[config.mk]
export PLATFORM = sky130hd
export DESIGN_NAME = hazard_scoreboard_flat
export DESIGN_NICKNAME = d
export VERILOG_FILES = /design/src/rtl/hazard_scoreboard_pkg.sv /design/src/rtl/hazard_scoreboard_if.sv /design/src/rtl/hazard_scoreboard_sb_match.sv /design/src/rtl/hazard_scoreboard.sv /design/src/flat_wrapper.sv
export SDC_FILE = /design/constraint.sdc
export NUM_CORES = 1
export LEC_CHECK = 0
export CAP_MARGIN = 20
export CORE_MARGIN = 2
export CORE_UTILIZATION = 51
export DETAILED_ROUTE_END_ITERATION = 8
export MAX_ROUTING_LAYER = met4
export PLACE_DENSITY = 0.95
export SYNTH_ARGS = -nofsm -noshare
export SYNTH_HDL_FRONTEND = slang
export SYNTH_SLANG_ARGS = --single-unit
[constraint.sdc]
create_clock -name clk1 -period 3.6 [get_ports clk1]
set_input_delay 0.72 -clock clk1 [delete_from_list [all_inputs] [get_ports clk1]]
set_output_delay 0.72 -clock clk1 [all_outputs]
set_load 0.01 [all_outputs]
[src/rtl/hazard_scoreboard_pkg.sv]
// Shared types for the hazard scoreboard: in-flight entry
// layout and the "no forward" selector value.
package hazard_scoreboard_pkg;

    localparam int ADDR_W_MAX = 8;

    localparam logic [3:0] FWD_NONE = 4'd0;

    typedef struct packed {
        logic                  valid;
        logic [ADDR_W_MAX-1:0] dst;
        logic                  is_load;
    } sb_entry_t;

endpackage

[src/rtl/hazard_scoreboard_if.sv]
// ID-stage request and scoreboard response bundle.
// master drives the decoded instruction, slave is the scoreboard.
interface hazard_scoreboard_if #(
    parameter int ADDR_W = 5,
    parameter int CNT_W  = 16
);
    localparam int REG_COUNT = 2 ** ADDR_W;

    logic              id_valid;
    logic [ADDR_W-1:0] id_src0;
    logic [ADDR_W-1:0] id_src1;
    logic [1:0]        id_src_used;
    logic [ADDR_W-1:0] id_dst;
    logic              id_wr_en;
    logic              id_is_load;
    logic              id_is_halt;
    logic              flush;

    logic                 stall;
    logic                 issue;
    logic [3:0]           fwd_sel0;
    logic [3:0]           fwd_sel1;
    logic [REG_COUNT-1:0] busy_mask;
    logic                 halted;
    logic [CNT_W-1:0]     stall_cnt;

    modport master (
        output id_valid, id_src0, id_src1, id_src_used,
        output id_dst, id_wr_en, id_is_load, id_is_halt,
        output flush,
        input  stall, issue, fwd_sel0, fwd_sel1,
        input  busy_mask, halted, stall_cnt
    );

    modport slave (
        input  id_valid, id_src0, id_src1, id_src_used,
        input  id_dst, id_wr_en, id_is_load, id_is_halt,
        input  flush,
        output stall, issue, fwd_sel0, fwd_sel1,
        output busy_mask, halted, stall_cnt
    );

endinterface

[src/rtl/hazard_scoreboard_sb_match.sv]
// Compares one ID source against the hazard-visible entries and
// reports the youngest (lowest index) match.
module sb_match
    import hazard_scoreboard_pkg::*;
#(
    parameter int STAGES = 3,
    parameter int ADDR_W = 5
) (
    input  logic                    [ADDR_W-1:0] src,
    input  logic                                 used,
    input  sb_entry_t [STAGES-1:1]               ent,
    output logic                                 hazard,
    output logic                    [3:0]        idx,
    output logic                                 is_load
);

    // Walk oldest to youngest so the youngest match wins.
    always_comb begin
        hazard  = 1'b0;
        idx     = FWD_NONE;
        is_load = 1'b0;
        for (int k = STAGES - 1; k >= 1; k--) begin
            if (used && src != '0 && ent[k].valid &&
                ent[k].dst == ADDR_W_MAX'(src)) begin
                hazard  = 1'b1;
                idx     = 4'(k);
                is_load = ent[k].is_load;
            end
        end
    end

endmodule

[src/rtl/hazard_scoreboard.sv]
// RAW hazard scoreboard: tracks in-flight destinations after issue
// and produces stall, forwarding selects and a busy register mask.
module hazard_scoreboard
    import hazard_scoreboard_pkg::*;
#(
    parameter int STAGES = 3,
    parameter int ADDR_W = 5,
    parameter int FWD_EN = 0,
    parameter int CNT_W  = 16
) (
    input logic                clk1,
    input logic                rst_n,
    hazard_scoreboard_if.slave bus
);

    localparam int REG_COUNT = 2 ** ADDR_W;

    // Last stage is kept apart: it only feeds busy_mask, since the
    // register file already returns its value to the reader.
    sb_entry_t [STAGES-1:1] ent;
    logic                   ret_valid;
    logic [ADDR_W-1:0]      ret_dst;
    logic                   halted_q;
    logic [CNT_W-1:0]       cnt_q;

    logic       hz0, hz1;
    logic [3:0] idx0, idx1;
    logic       ld0, ld1;
    logic       need_stall;
    logic       stall;
    logic       issue;
    sb_entry_t  nxt;
    logic [REG_COUNT-1:0] busy;

    sb_match #(.STAGES(STAGES), .ADDR_W(ADDR_W)) u_m0 (
        .src     (bus.id_src0),
        .used    (bus.id_src_used[0]),
        .ent     (ent),
        .hazard  (hz0),
        .idx     (idx0),
        .is_load (ld0)
    );

    sb_match #(.STAGES(STAGES), .ADDR_W(ADDR_W)) u_m1 (
        .src     (bus.id_src1),
        .used    (bus.id_src_used[1]),
        .ent     (ent),
        .hazard  (hz1),
        .idx     (idx1),
        .is_load (ld1)
    );

    always_comb begin
        need_stall = hz0 | hz1;
        if (FWD_EN != 0) begin
            need_stall = (hz0 && idx0 == 4'd1 && ld0) ||
                         (hz1 && idx1 == 4'd1 && ld1);
        end
        stall = bus.id_valid & ~halted_q & need_stall;
        issue = bus.id_valid & ~stall & ~bus.flush & ~halted_q;

        nxt.valid   = issue & bus.id_wr_en & (bus.id_dst != '0);
        nxt.dst     = ADDR_W_MAX'(bus.id_dst);
        nxt.is_load = bus.id_is_load;
    end

    always_comb begin
        busy = '0;
        for (int k = 1; k <= STAGES - 1; k++) begin
            if (ent[k].valid) begin
                busy[ent[k].dst[ADDR_W-1:0]] = 1'b1;
            end
        end
        if (ret_valid) begin
            busy[ret_dst] = 1'b1;
        end
    end

    always_ff @(posedge clk1) begin
        if (!rst_n) begin
            ent       <= '0;
            ret_valid <= 1'b0;
            ret_dst   <= '0;
            halted_q  <= 1'b0;
            cnt_q     <= '0;
        end else begin
            ent[1] <= nxt;
            for (int k = 2; k <= STAGES - 1; k++) begin
                ent[k] <= ent[k-1];
            end
            ret_valid <= ent[STAGES-1].valid;
            ret_dst   <= ent[STAGES-1].dst[ADDR_W-1:0];
            if (issue && bus.id_is_halt) begin
                halted_q <= 1'b1;
            end
            if (stall && cnt_q != '1) begin
                cnt_q <= cnt_q + CNT_W'(1);
            end
        end
    end

    assign bus.stall     = stall;
    assign bus.issue     = issue;
    assign bus.fwd_sel0  = (FWD_EN != 0) ? idx0 : FWD_NONE;
    assign bus.fwd_sel1  = (FWD_EN != 0) ? idx1 : FWD_NONE;
    assign bus.busy_mask = busy;
    assign bus.halted    = halted_q;
    assign bus.stall_cnt = cnt_q;

endmodule

[src/flat_wrapper.sv]
// flat-port wrapper written by rule: the top's interface ports become plain ports
module hazard_scoreboard_flat import hazard_scoreboard_pkg::*;
#(
    parameter int STAGES = 3,
    parameter int ADDR_W = 5,
    parameter int FWD_EN = 0,
    parameter int CNT_W  = 16
)
  (clk1, rst_n, bus_id_valid, bus_id_src0, bus_id_src1, bus_id_src_used, bus_id_dst, bus_id_wr_en, bus_id_is_load, bus_id_is_halt, bus_flush, bus_stall, bus_issue, bus_fwd_sel0, bus_fwd_sel1, bus_busy_mask, bus_halted, bus_stall_cnt);
  hazard_scoreboard_if #(.ADDR_W(ADDR_W), .CNT_W(CNT_W)) bus_i ();
  input logic clk1;
  input logic rst_n;
  input wire logic [$bits(bus_i.id_valid)-1:0] bus_id_valid;
  input wire logic [$bits(bus_i.id_src0)-1:0] bus_id_src0;
  input wire logic [$bits(bus_i.id_src1)-1:0] bus_id_src1;
  input wire logic [$bits(bus_i.id_src_used)-1:0] bus_id_src_used;
  input wire logic [$bits(bus_i.id_dst)-1:0] bus_id_dst;
  input wire logic [$bits(bus_i.id_wr_en)-1:0] bus_id_wr_en;
  input wire logic [$bits(bus_i.id_is_load)-1:0] bus_id_is_load;
  input wire logic [$bits(bus_i.id_is_halt)-1:0] bus_id_is_halt;
  input wire logic [$bits(bus_i.flush)-1:0] bus_flush;
  output wire logic [$bits(bus_i.stall)-1:0] bus_stall;
  output wire logic [$bits(bus_i.issue)-1:0] bus_issue;
  output wire logic [$bits(bus_i.fwd_sel0)-1:0] bus_fwd_sel0;
  output wire logic [$bits(bus_i.fwd_sel1)-1:0] bus_fwd_sel1;
  output wire logic [$bits(bus_i.busy_mask)-1:0] bus_busy_mask;
  output wire logic [$bits(bus_i.halted)-1:0] bus_halted;
  output wire logic [$bits(bus_i.stall_cnt)-1:0] bus_stall_cnt;
  assign bus_i.id_valid = bus_id_valid;
  assign bus_i.id_src0 = bus_id_src0;
  assign bus_i.id_src1 = bus_id_src1;
  assign bus_i.id_src_used = bus_id_src_used;
  assign bus_i.id_dst = bus_id_dst;
  assign bus_i.id_wr_en = bus_id_wr_en;
  assign bus_i.id_is_load = bus_id_is_load;
  assign bus_i.id_is_halt = bus_id_is_halt;
  assign bus_i.flush = bus_flush;
  assign bus_stall = bus_i.stall;
  assign bus_issue = bus_i.issue;
  assign bus_fwd_sel0 = bus_i.fwd_sel0;
  assign bus_fwd_sel1 = bus_i.fwd_sel1;
  assign bus_busy_mask = bus_i.busy_mask;
  assign bus_halted = bus_i.halted;
  assign bus_stall_cnt = bus_i.stall_cnt;
  hazard_scoreboard #(.STAGES(STAGES), .ADDR_W(ADDR_W), .FWD_EN(FWD_EN), .CNT_W(CNT_W)) u_core (.clk1(clk1), .rst_n(rst_n), .bus(bus_i));
endmodule
==> results.yml <==
sta:
  final.setup.tns_ns: 0
  tightest_slew_ns: 0.8867
  fin_crit_sh_pct: 95.66
  setup_viol: 0
  hold_violations: 0
  rsz0062_at_grt: "no"
  drv_slew: 0
  period_needed_ns: 3.444
  relSlewSlack_pct: 40.56
  max_clock_freq_mhz: 290.4
  clock_skew_ns: 0.003133
synthesis:
  synth_simple_gate_area_share_pct: 36.69
  muxShareOfSynthArea_pct: 1.505
  postSynthCellCount: 347
  yosys_most_used_dff: "dfxtp_1"
  synthesis.area_sq_mm: 0.002660
  synth_seq_cells: 35
  synth_cell_type_count: 47
  yosysSeqAreaShare_pct: 26.34
  synth-edff-count: 0
  synth_xor_area_share_pct: 6.585
  synth-adder-area-share_pct: 0.4704
  ys_warn_count: 0
  synth_top_family_by_area: "simple AND/OR/NAND/NOR gates"
  syn_avg_cell_area_sq_um: 7.666
  synthArstFlopShare_pct: 0
  synth_compound_area_share_pct: 20.08
floorplanning:
  coreArea_sq_mm: 0.005075
  start_util_pct: 52.42
  die-area_sq_mm: 0.005809
  num_rows: 26
  die_h_um: 76.22
  die-width_um: 76.22
  pin_count: 83
clock_network:
  clock-sinks: 35
  clockBufferDepth: 2
  clkSlewWorstSetupHoldPaths_ns: 0.07
  cts_hold_buf: 0
  ctsHtreeMaxLevel: 2
  cts_tree: "done"
  numCtsBuffers: 5
  clock_latency_ns: 0.28
  clock-root-buffer: "clkbuf_8"
global_route:
  overflow: 0
  antenna_found_initial: 0
  grt_usage_pct: 26.90
  grt_pass1_wl_mm: 12.71
  grt_pass1_vias: 2681
  grt_max_degree: 31
route:
  wl_per_cell_um: 16.31
  drc: 0
  finalWirelength_mm: 7.880
  initialDrtViolationCount: 298
  viasPerCell: 5.930
  ant_nets: 0
  firstDrtPassIters: 7
  vias: 2864
worst_setup_path:
  start_kind: "input port"
  crit_path_top_delay_cell: "or4_1"
  path_cells: "clkdlybuf4s50_1, or4_1, o21a_1, nor2b_4, a22oi_4, inv_2, clkdlybuf4s50_1"
  end_kind: "output port"
  required_ns: 2.88
  cp.buffers_inverters: 3
  criticalPathCategory: "in -> out"
  path_max_fanout: 2
  arrival_ns: 2.72
  max_stage_delay_ns: 0.53
  crit_path_frequent_cell: "clkdlybuf4s50_1"
  path_delay_family: "buffers and inverters"
power:
  p_per_area_mw_per_mm2: 265.4
  total_power_mw: 0.9341
  ir_worst_vdd_v: 0.0003230
  p_leak_nw: 1.344
layout:
  syn_to_final_growth_pct: 32.31
  num_antenna_cells: 0
  layout.nets: 437
  fin_util_pct: 69.35
  drive_gt1_share_pct: 9.443
  fillers: 404
job:
  max_cap_violations: 0
worst_hold_path:
  hp-class: "reg -> reg"
placement:
  place_hpwl_mm: 5.387
  routabilityCongestion: 0.9336
  numPortBuffers: 73
status:
  status: "finished, final reports clean"
cell usage after synthesis (4+ instances only):
| master | instances | share of area (%) |
|---|---|---|
| or4_1 | 11 | 3.1 |
| and2_1 | 20 | 4.7 |
| nand2b_1 | 5 | 1.2 |
| mux2i_1 | 4 | 1.5 |
| o31ai_2 | 6 | 2.8 |
| buf_4 | 9 | 2.5 |
| inv_1 | 4 | 0.56 |
| a22oi_1 | 30 | 8.5 |
| buf_2 | 8 | 1.5 |
| nor3_1 | 6 | 1.1 |
| nand4_1 | 7 | 1.6 |
| and3_1 | 8 | 1.9 |
| clkbuf_1 | 11 | 1.6 |
| a21oi_2 | 8 | 2.6 |
| nand2_1 | 82 | 12 |
| and3b_1 | 6 | 2.0 |
| nor2_1 | 10 | 1.4 |
| nand3_1 | 8 | 1.5 |
| dfxtp_1 | 35 | 26 |
| xnor2_1 | 20 | 6.6 |
| nor3b_1 | 12 | 3.4 |
what timing repair did:
action                                  4_1_cts  5_1_grt
setup buffers                                 0        0
gates resized for setup                       1        0
endpoints found under the setup margin        1        0
endpoints found under the hold margin         0        0
routing by layer:
layer	GRT usage (%)	routed length [um]	vias to the layer above
met5	-	0	-
met4	11.45	292	0
met3	4.028	752	38
met2	44.16	3666	201
met1	32.99	3168	1272
li1	-	-	1353
cell families (layout without fill, tap and decap cells):
group           count (synthesis)  in the layout
simple gates                  185            185
compound gates                 63             63
buf+inv                        38             97
flops                          35             35
xor+xnor                       20             20
mux                             4              4
fa+ha+maj                       1              1
other cells                     1              8
area by class of cell:
cell class                      count  area, sq um  area share, %
Inverter                            5        18.77         0.5332
Clock buffer                        6        72.57          2.062
Clock inverter                      2        60.06          1.706
Timing Repair Buffer               84        812.0          23.07
Tap cell                           70        87.58          2.488
Sequential cell                    35        700.7          19.91
Multi-Input combinational cell    281         1768          50.23
path summary, 6_finish.rpt:
check                                         end  slack [ns]  cells past startpoint                                 start
max                                     bus_stall        0.16                      7                        bus_id_src1[0]
max reg2reg  u_core.bus.stall_cnt[9]$_SDFFE_PN0P_        1.03                      7  u_core.bus.stall_cnt[3]$_SDFFE_PN0P_
min          u_core.bus.stall_cnt[6]$_SDFFE_PN0P_        0.49                      2  u_core.bus.stall_cnt[6]$_SDFFE_PN0P_
min reg2reg  u_core.bus.stall_cnt[6]$_SDFFE_PN0P_        0.49                      2  u_core.bus.stall_cnt[6]$_SDFFE_PN0P_
stage by stage:
stage          instances  hold slack [ns]  cell area, sq um  setup slack [ns]
4_1_cts              483           0.4946              3520            0.1607
3_3_place_gp         475           0.4671              3388          0.003412
2_1_floorplan        354           0.4944              2686            0.8101
3_5_place_dp         475           0.4781              3388           0.01331
5_1_grt              483           0.5244              3520            0.1227
6_report             483           0.4916              3520            0.1562
power breakdown:
part / internal [mW] / switching (mW)
combinational: 0.0572 / 0.0468
sequential: 0.395 / 0.0200
clock: 0.277 / 0.138
cell usage in the layout (no fill, tap or decap), types with 2 or more instances in the layout:
cell / Yosys / routed
a21oi_1: 3 / 3
or4_1: 11 / 11
xnor2_1: 20 / 20
and3_1: 8 / 8
and2_1: 20 / 20
nand2_1: 82 / 82
nor3_1: 6 / 6
o31ai_2: 6 / 6
mux2i_1: 4 / 4
nor4_1: 3 / 3
a22oi_1: 30 / 30
a222oi_1: 2 / 2
nand4_1: 7 / 7
nand3_1: 8 / 8
a21oi_2: 8 / 8
buf_4: 9 / 11
clkdlybuf4s50_1: 0 / 72
bufinv_16: 0 / 2
dfxtp_1: 35 / 35
nor3b_1: 12 / 12
o21ai_2: 2 / 2
o31ai_1: 3 / 3
clkbuf_8: 0 / 5
nor2_1: 10 / 10
inv_1: 4 / 4
o22ai_1: 2 / 2
and3b_1: 6 / 6
nand2b_1: 5 / 5
conb_1: 1 / 8
sequential cells by signal (all words and copies together), names as in the netlist:
register and flops:
u_core.bus.stall_cnt 16, u_core.bus.halted 1, u_core.ret_dst 5, u_core.ret_valid 1
u_core.ent 12
worst reg2reg max path, cell delays in order, from the launching register on:
cell and delay, ns:
dfxtp_1 0.46, and4_1 0.25, and2_1 0.27, nand3_2 0.16
nor3_2 0.77, buf_4 0.33, or4_1 0.15, a21oi_2 0.05
Note: power is estimated with default switching activity, not from simulation.
